[config.mk]
export PLATFORM = sky130hd
export DESIGN_NAME = sram_arb
export DESIGN_NICKNAME = d
export VERILOG_FILES = /design/src/rtl/sram_arb_pkg.sv /design/src/rtl/sram_arb_wbuf.sv /design/src/rtl/sram_arb.sv
export SDC_FILE = /design/constraint.sdc
export NUM_CORES = 1
export LEC_CHECK = 0
export CAP_MARGIN = 20
export CORE_ASPECT_RATIO = 1.75
export CORE_MARGIN = 2
export CORE_UTILIZATION = 50
export CTS_BUF_LIST = sky130_fd_sc_hd__clkbuf_4 sky130_fd_sc_hd__clkbuf_8 sky130_fd_sc_hd__clkbuf_16
export DETAILED_ROUTE_END_ITERATION = 8
export GPL_TIMING_DRIVEN = 0
export PLACE_DENSITY = 0.86
export SYNTH_ARGS = -nofsm -noshare
export SYNTH_HDL_FRONTEND = slang
export SYNTH_HIERARCHICAL = 1
export SYNTH_SLANG_ARGS = --single-unit
[constraint.sdc]
create_clock -name clk -period 8.75 [get_ports clk]
set_input_delay 1.3125 -clock clk [delete_from_list [all_inputs] [get_ports clk]]
set_output_delay 1.3125 -clock clk [all_outputs]
set_load 0.01 [all_outputs]
[src/rtl/sram_arb_pkg.sv]
// Shared widths, grant encoding and write-buffer types for the SRAM arbiter.
package sram_arb_pkg;

    localparam int ADR_W = 18;
    localparam int DAT_W = 32;
    localparam int BEN_W = 4;

    typedef enum logic [1:0] {
        GNT_IDLE  = 2'd0,
        GNT_VID   = 2'd1,
        GNT_RD    = 2'd2,
        GNT_DRAIN = 2'd3
    } grant_e;

    typedef enum logic [1:0] {
        WB_EMPTY = 2'd0,
        WB_ONE   = 2'd1,
        WB_FULL  = 2'd2
    } wb_state_e;

    typedef struct packed {
        logic [ADR_W-1:0] adr;
        logic [BEN_W-1:0] ben;
        logic [DAT_W-1:0] data;
    } wb_entry_t;

endpackage

[src/rtl/sram_arb_wbuf.sv]
// Two-entry posted-write FIFO with shift-down storage and an address-hit compare.
// Handshake: push and pop are single-cycle strobes; the caller never pushes into FULL without a pop.
module sram_wbuf
    import sram_arb_pkg::*;
(
    input  logic             clk,
    input  logic             rst,
    input  logic             push,
    input  logic             pop,
    input  wb_entry_t        push_entry,
    input  logic [ADR_W-1:0] match_adr,
    output wb_entry_t        head,
    output logic             empty,
    output logic             full,
    output logic             hit,
    output wb_state_e        state
);

    wb_state_e state_nx;
    wb_entry_t e0;
    wb_entry_t e1;

    always_ff @(posedge clk or negedge rst) begin
        if (!rst) state <= WB_EMPTY;
        else      state <= state_nx;
    end

    always_comb begin
        state_nx = state;
        case (state)
            WB_EMPTY: if (push) state_nx = WB_ONE;
            WB_ONE: begin
                if (push && !pop)      state_nx = WB_FULL;
                else if (pop && !push) state_nx = WB_EMPTY;
            end
            WB_FULL:  if (pop && !push) state_nx = WB_ONE;
            default:  state_nx = WB_EMPTY;
        endcase
    end

    // e0 is always the oldest entry; a pop shifts e1 down into it.
    always_ff @(posedge clk or negedge rst) begin
        if (!rst) begin
            e0 <= '0;
            e1 <= '0;
        end else begin
            case (state)
                WB_EMPTY: if (push) e0 <= push_entry;
                WB_ONE: begin
                    if (push && pop) e0 <= push_entry;
                    else if (push)   e1 <= push_entry;
                end
                WB_FULL: begin
                    if (pop) begin
                        e0 <= e1;
                        if (push) e1 <= push_entry;
                    end
                end
                default: ;
            endcase
        end
    end

    assign head  = e0;
    assign empty = (state == WB_EMPTY);
    assign full  = (state == WB_FULL);
    assign hit   = ((state != WB_EMPTY) && (e0.adr == match_adr)) ||
                   ((state == WB_FULL)  && (e1.adr == match_adr));

endmodule

[src/rtl/sram_arb.sv]
// Single-port SRAM arbiter: video reads first, then CPU reads, then posted-write drain.
module sram_arb
    import sram_arb_pkg::*;
#(
    parameter int WBDEPTH = 2
) (
    input  logic             clk,
    input  logic             rst,
    input  logic             vid_req,
    input  logic [ADR_W-1:0] vid_adr,
    output logic [DAT_W-1:0] vid_data,
    input  logic             cpu_rd,
    input  logic             cpu_wr,
    input  logic [ADR_W-1:0] cpu_adr,
    input  logic [BEN_W-1:0] cpu_ben,
    input  logic [DAT_W-1:0] cpu_wdata,
    output logic [DAT_W-1:0] cpu_rdata,
    output logic             cpu_stall,
    output logic [ADR_W-1:0] sram_adr,
    output logic [DAT_W-1:0] sram_dout,
    input  logic [DAT_W-1:0] sram_din,
    output logic             sram_oe,
    output logic             sram_we,
    output logic [BEN_W-1:0] sram_ben,
    output logic [15:0]      stall_cnt
);

    if (WBDEPTH != 2) begin : g_bad_depth
        $error("sram_arb supports only WBDEPTH == 2");
    end

    grant_e           grant;
    wb_state_e        wb_state;
    wb_entry_t        head;
    wb_entry_t        push_entry;
    logic             wb_empty;
    logic             wb_full;
    logic             wb_hit;
    logic             push;
    logic             pop;
    logic [ADR_W-1:0] adr_q;
    logic [ADR_W-1:0] adr_nx;

    assign push_entry = '{adr: cpu_adr, ben: cpu_ben, data: cpu_wdata};

    sram_wbuf u_wbuf (
        .clk        (clk),
        .rst        (rst),
        .push       (push),
        .pop        (pop),
        .push_entry (push_entry),
        .match_adr  (cpu_adr),
        .head       (head),
        .empty      (wb_empty),
        .full       (wb_full),
        .hit        (wb_hit),
        .state      (wb_state)
    );

    always_comb begin
        grant    = GNT_IDLE;
        adr_nx   = adr_q;
        sram_ben = '0;
        sram_we  = 1'b0;
        sram_oe  = 1'b0;
        if (vid_req) begin
            grant    = GNT_VID;
            adr_nx   = vid_adr;
            sram_ben = 4'hF;
        end else if (cpu_rd && !wb_hit) begin
            grant    = GNT_RD;
            adr_nx   = cpu_adr;
            sram_ben = 4'hF;
        end else if (!wb_empty) begin
            grant    = GNT_DRAIN;
            adr_nx   = head.adr;
            sram_ben = head.ben;
            // Never write while reset is held, even for a single delta.
            sram_we  = rst;
            sram_oe  = 1'b1;
        end
    end

    assign pop       = (grant == GNT_DRAIN);
    assign push      = cpu_wr && !(wb_full && !pop);
    assign cpu_stall = (cpu_rd && (grant != GNT_RD)) || (cpu_wr && wb_full && !pop);

    assign sram_adr  = adr_nx;
    assign sram_dout = head.data;
    assign vid_data  = sram_din;
    assign cpu_rdata = sram_din;

    // Address register keeps the pads steady through idle slots.
    always_ff @(posedge clk or negedge rst) begin
        if (!rst) adr_q <= '0;
        else      adr_q <= adr_nx;
    end

    always_ff @(posedge clk or negedge rst) begin
        if (!rst)                              stall_cnt <= '0;
        else if (cpu_stall && stall_cnt != 16'hFFFF) stall_cnt <= stall_cnt + 16'd1;
    end

endmodule

==> out/metrics.csv <==
stage;metric;value;unit
power_and_ir_drop;p_total;3.250;mW
global_routing;antenna_found_initial;1;
global_routing;grt_max_degree;79;
route;dr.pass1.iters;6;
layout;syn2layout_area_growth;40.58;%
sta;worst_pin_slew;769.7;ps
route;wl;22050;µm
critical_path;arrival;4720;ps
critical_path;crit_type;input port to output port;
layout;final_cell_mix;clkdlybuf4s50_1, dfrtp_1, nand2_1, buf_4, nor2_1;
global_routing;grt_pass1_wl;33440;µm
place;dpl_worst_slack;2835;ps
critical_path;reg2reg_to;u_wbuf/head[38];
power_and_ir_drop;irDropWorstVdd;191.2;µV
hold_path;hold_class;flop to flop;
route;wl_met3;1883;µm
cts;clock-sinks;144;
route;drc;0;
synth;ys_seq_elements;144;
route;wl_met2;11940;µm
route;dr.first_iter.drc_count;362;
sta;setup_slack;2720;ps
floorplan;die_x;96.12;µm
route;ant_nets;0;
sta;setup_violations;0;
sta;period_minus_slack;6030;ps
run;drv_cap;0;
critical_path;r2r-start;u_wbuf/e1[44];
global_routing;grt_pass1_vias;6516;
critical_path;worstSetupStartpointType;input port;
cts;cts_resized;0;
sta;rsz0062_at_grt;false;
sta;hold_viol_final;0;
synth;yosys-top-cells-area;dfrtp_1, mux2_2, buf_4;
cts;cts.path.max_buffers;2;
power_and_ir_drop;p_per_area;311.3;nW/µm²
cts;clock_latency;420;ps
cts;cts_made_buffers;17;
sta;max_freq;165.8;MHz
layout;instances_no_fill;1172;
global_routing;grt_use_total;0.2799;
route;drt-met1-wl;6855;µm
floorplan;initial_core_util;0.5054;
synth;synth.top_cell.area_share;0.4853;
cts;clkSlewWorstSetupHoldPaths;60;ps
synth;synth_top_area_cell;dfrtp_1;
synth;synth_async_sr_flop_share;1.000;
synth;syn_inst;742;
route;top_layer_used;met4;
synth;ys_warn_count;6;
layout;layout.nets;1088;
place;hpwlAfterDp;16170;µm
synth;synth_seq_area_share;0.4853;
synth;synth_cell_types;45;
cts;post-cts-setup-buffers;0;
place;place_inst;1139;
place;numPortBuffers;213;
critical_path;r2r_slack;4440;ps
critical_path;endpoint;sram_adr[12];
route;via_per_inst;5.488;
synth;synth.cell_area;7425;µm²
synth;synth_nets;855;
cts;cts_tree;done;
sta;slew-limit-headroom;0.4869;
critical_path;end_kind;output port;
run_status;status;finished clean;
floorplan;num_io_pins;246;
floorplan;rows;59;
global_routing;grt.overflow.total;0;
cts;htreeDepth;4;
cts;ctsHoldBuffers;0;
route;wire_per_inst;18.81;µm
critical_path;reg2reg_depth;13;
critical_path;crit_fanout;12;
layout;drive_above_1_share;0.1903;
sta;clock_skew;14.27;ps
route;vias;6432;
sta;slew_violations;0;
power_and_ir_drop;p_leak;4.546;nW
floorplan;core_area;14690;µm²
synth;synthFlopType;dfrtp_1;
place;gp_congestion;0.8982;
critical_path;required;7440;ps
layout;final_common_cell;clkdlybuf4s50_1;
critical_path;startpoint;cpu_adr[8];
floorplan;die_h;165.2;µm
synth;avgSynthCellArea;10.01;µm²
synth;synth_edf_count;0;
cts;cts-root-buf;clkbuf_16;
floorplan;dieArea;15880;µm²
sta;min_period_over_period;0.6891;
==> state kept, by name, indices dropped and copies added (netlist names) <==
register      flops
adr_q            18
stall_cnt        16
u_wbuf/e1        54
u_wbuf/head      54
u_wbuf/state      2
==> routing by layer <==
metal,vias to the layer above,global-route usage
met5,-,0
met4,0,0.1909
met3,73,0.07260
met2,329,0.5120
met1,3091,0.2617
li1,2939,-
==> worst min-delay path by stage <==
stage                   from       endpoint  slack [ps]  cells after the start
2_1_floorplan   u_wbuf/e1[0]   u_wbuf/e1[0]         480                      1
4_1_cts        u_wbuf/e1[20]  u_wbuf/e1[20]         510                      1
3_3_place_gp   u_wbuf/e1[24]  u_wbuf/e1[24]         490                      1
6_report        u_wbuf/e1[6]   u_wbuf/e1[6]         500                      1
5_1_grt        u_wbuf/e1[14]  u_wbuf/e1[14]         520                      1
3_5_place_dp   u_wbuf/e1[26]  u_wbuf/e1[26]         490                      1
==> final cells by class <==
type	count	area [µm²]
clock buffer	18	439.2
clock inverter	14	181.4
buffer	106	701.9
multi-input combinational	482	3082
tap	183	229.0
timing repair buffer	214	2161
fill	1087	4253
sequential	144	3603
inverter	10	37.54
antenna	1	2.502
==> stage by stage <==
stage | hold slack (ps) | util | instance area, µm² | TNS, ps
2_1_floorplan | 479.2 | - | 7425 | 0
4_1_cts | 506.6 | 0.7103 | 10440 | 0
5_1_grt | 518.1 | 0.7105 | 10440 | 0
6_report | 504.5 | 0.7105 | 10440 | 0
3_5_place_dp | 492.4 | 0.6681 | 9814 | 0
3_3_place_gp | 486.1 | 0.6661 | 9786 | -244.6
==> Yosys cell counts (4+ instances only) <==
| cell type | number |
|---|---|
| a21oi_1 | 18 |
| a221o_1 | 9 |
| a31oi_1 | 54 |
| buf_1 | 6 |
| buf_2 | 15 |
| buf_4 | 72 |
| clkbuf_1 | 11 |
| dfrtp_1 | 144 |
| ha_1 | 4 |
| inv_1 | 10 |
| mux2_1 | 5 |
| mux2_2 | 50 |
| mux2i_1 | 11 |
| nand2_1 | 134 |
| nand3_1 | 13 |
| nand4_1 | 6 |
| nor2_1 | 66 |
| nor3_1 | 5 |
| nor4_1 | 11 |
| o21ai_0 | 14 |
| xnor2_1 | 6 |
| xor2_1 | 45 |
==> worst max-delay path: stages <==
cell	delay, ps
clkdlybuf4s50_1	550
xor2_1	200
nor4_1	510
nand4_1	170
o22ai_1	300
nor2b_1	120
nor3_1	390
buf_2	360
a221o_1	250
clkdlybuf4s50_1	550
==> report_power, final <==
part	switching, mW	total [mW]	internal [mW]
combinational	0.658	1.32	0.661
clock	0.294	0.755	0.461
sequential	0.214	1.18	0.962
total	1.17	3.25	2.08
==> cell families after synthesis <==
kind of cell	count (synthesis)	synth area share
AOI/OAI and AO/OA	103	0.09134
xor gates and xnor gates	51	0.06016
adders and majority gates	4	0.006741
and+or+nand+nor	258	0.1586
DFF	144	0.4853
muxes	66	0.09825
buffers and inverters	116	0.09960
(Power assumes the default switching activity.)
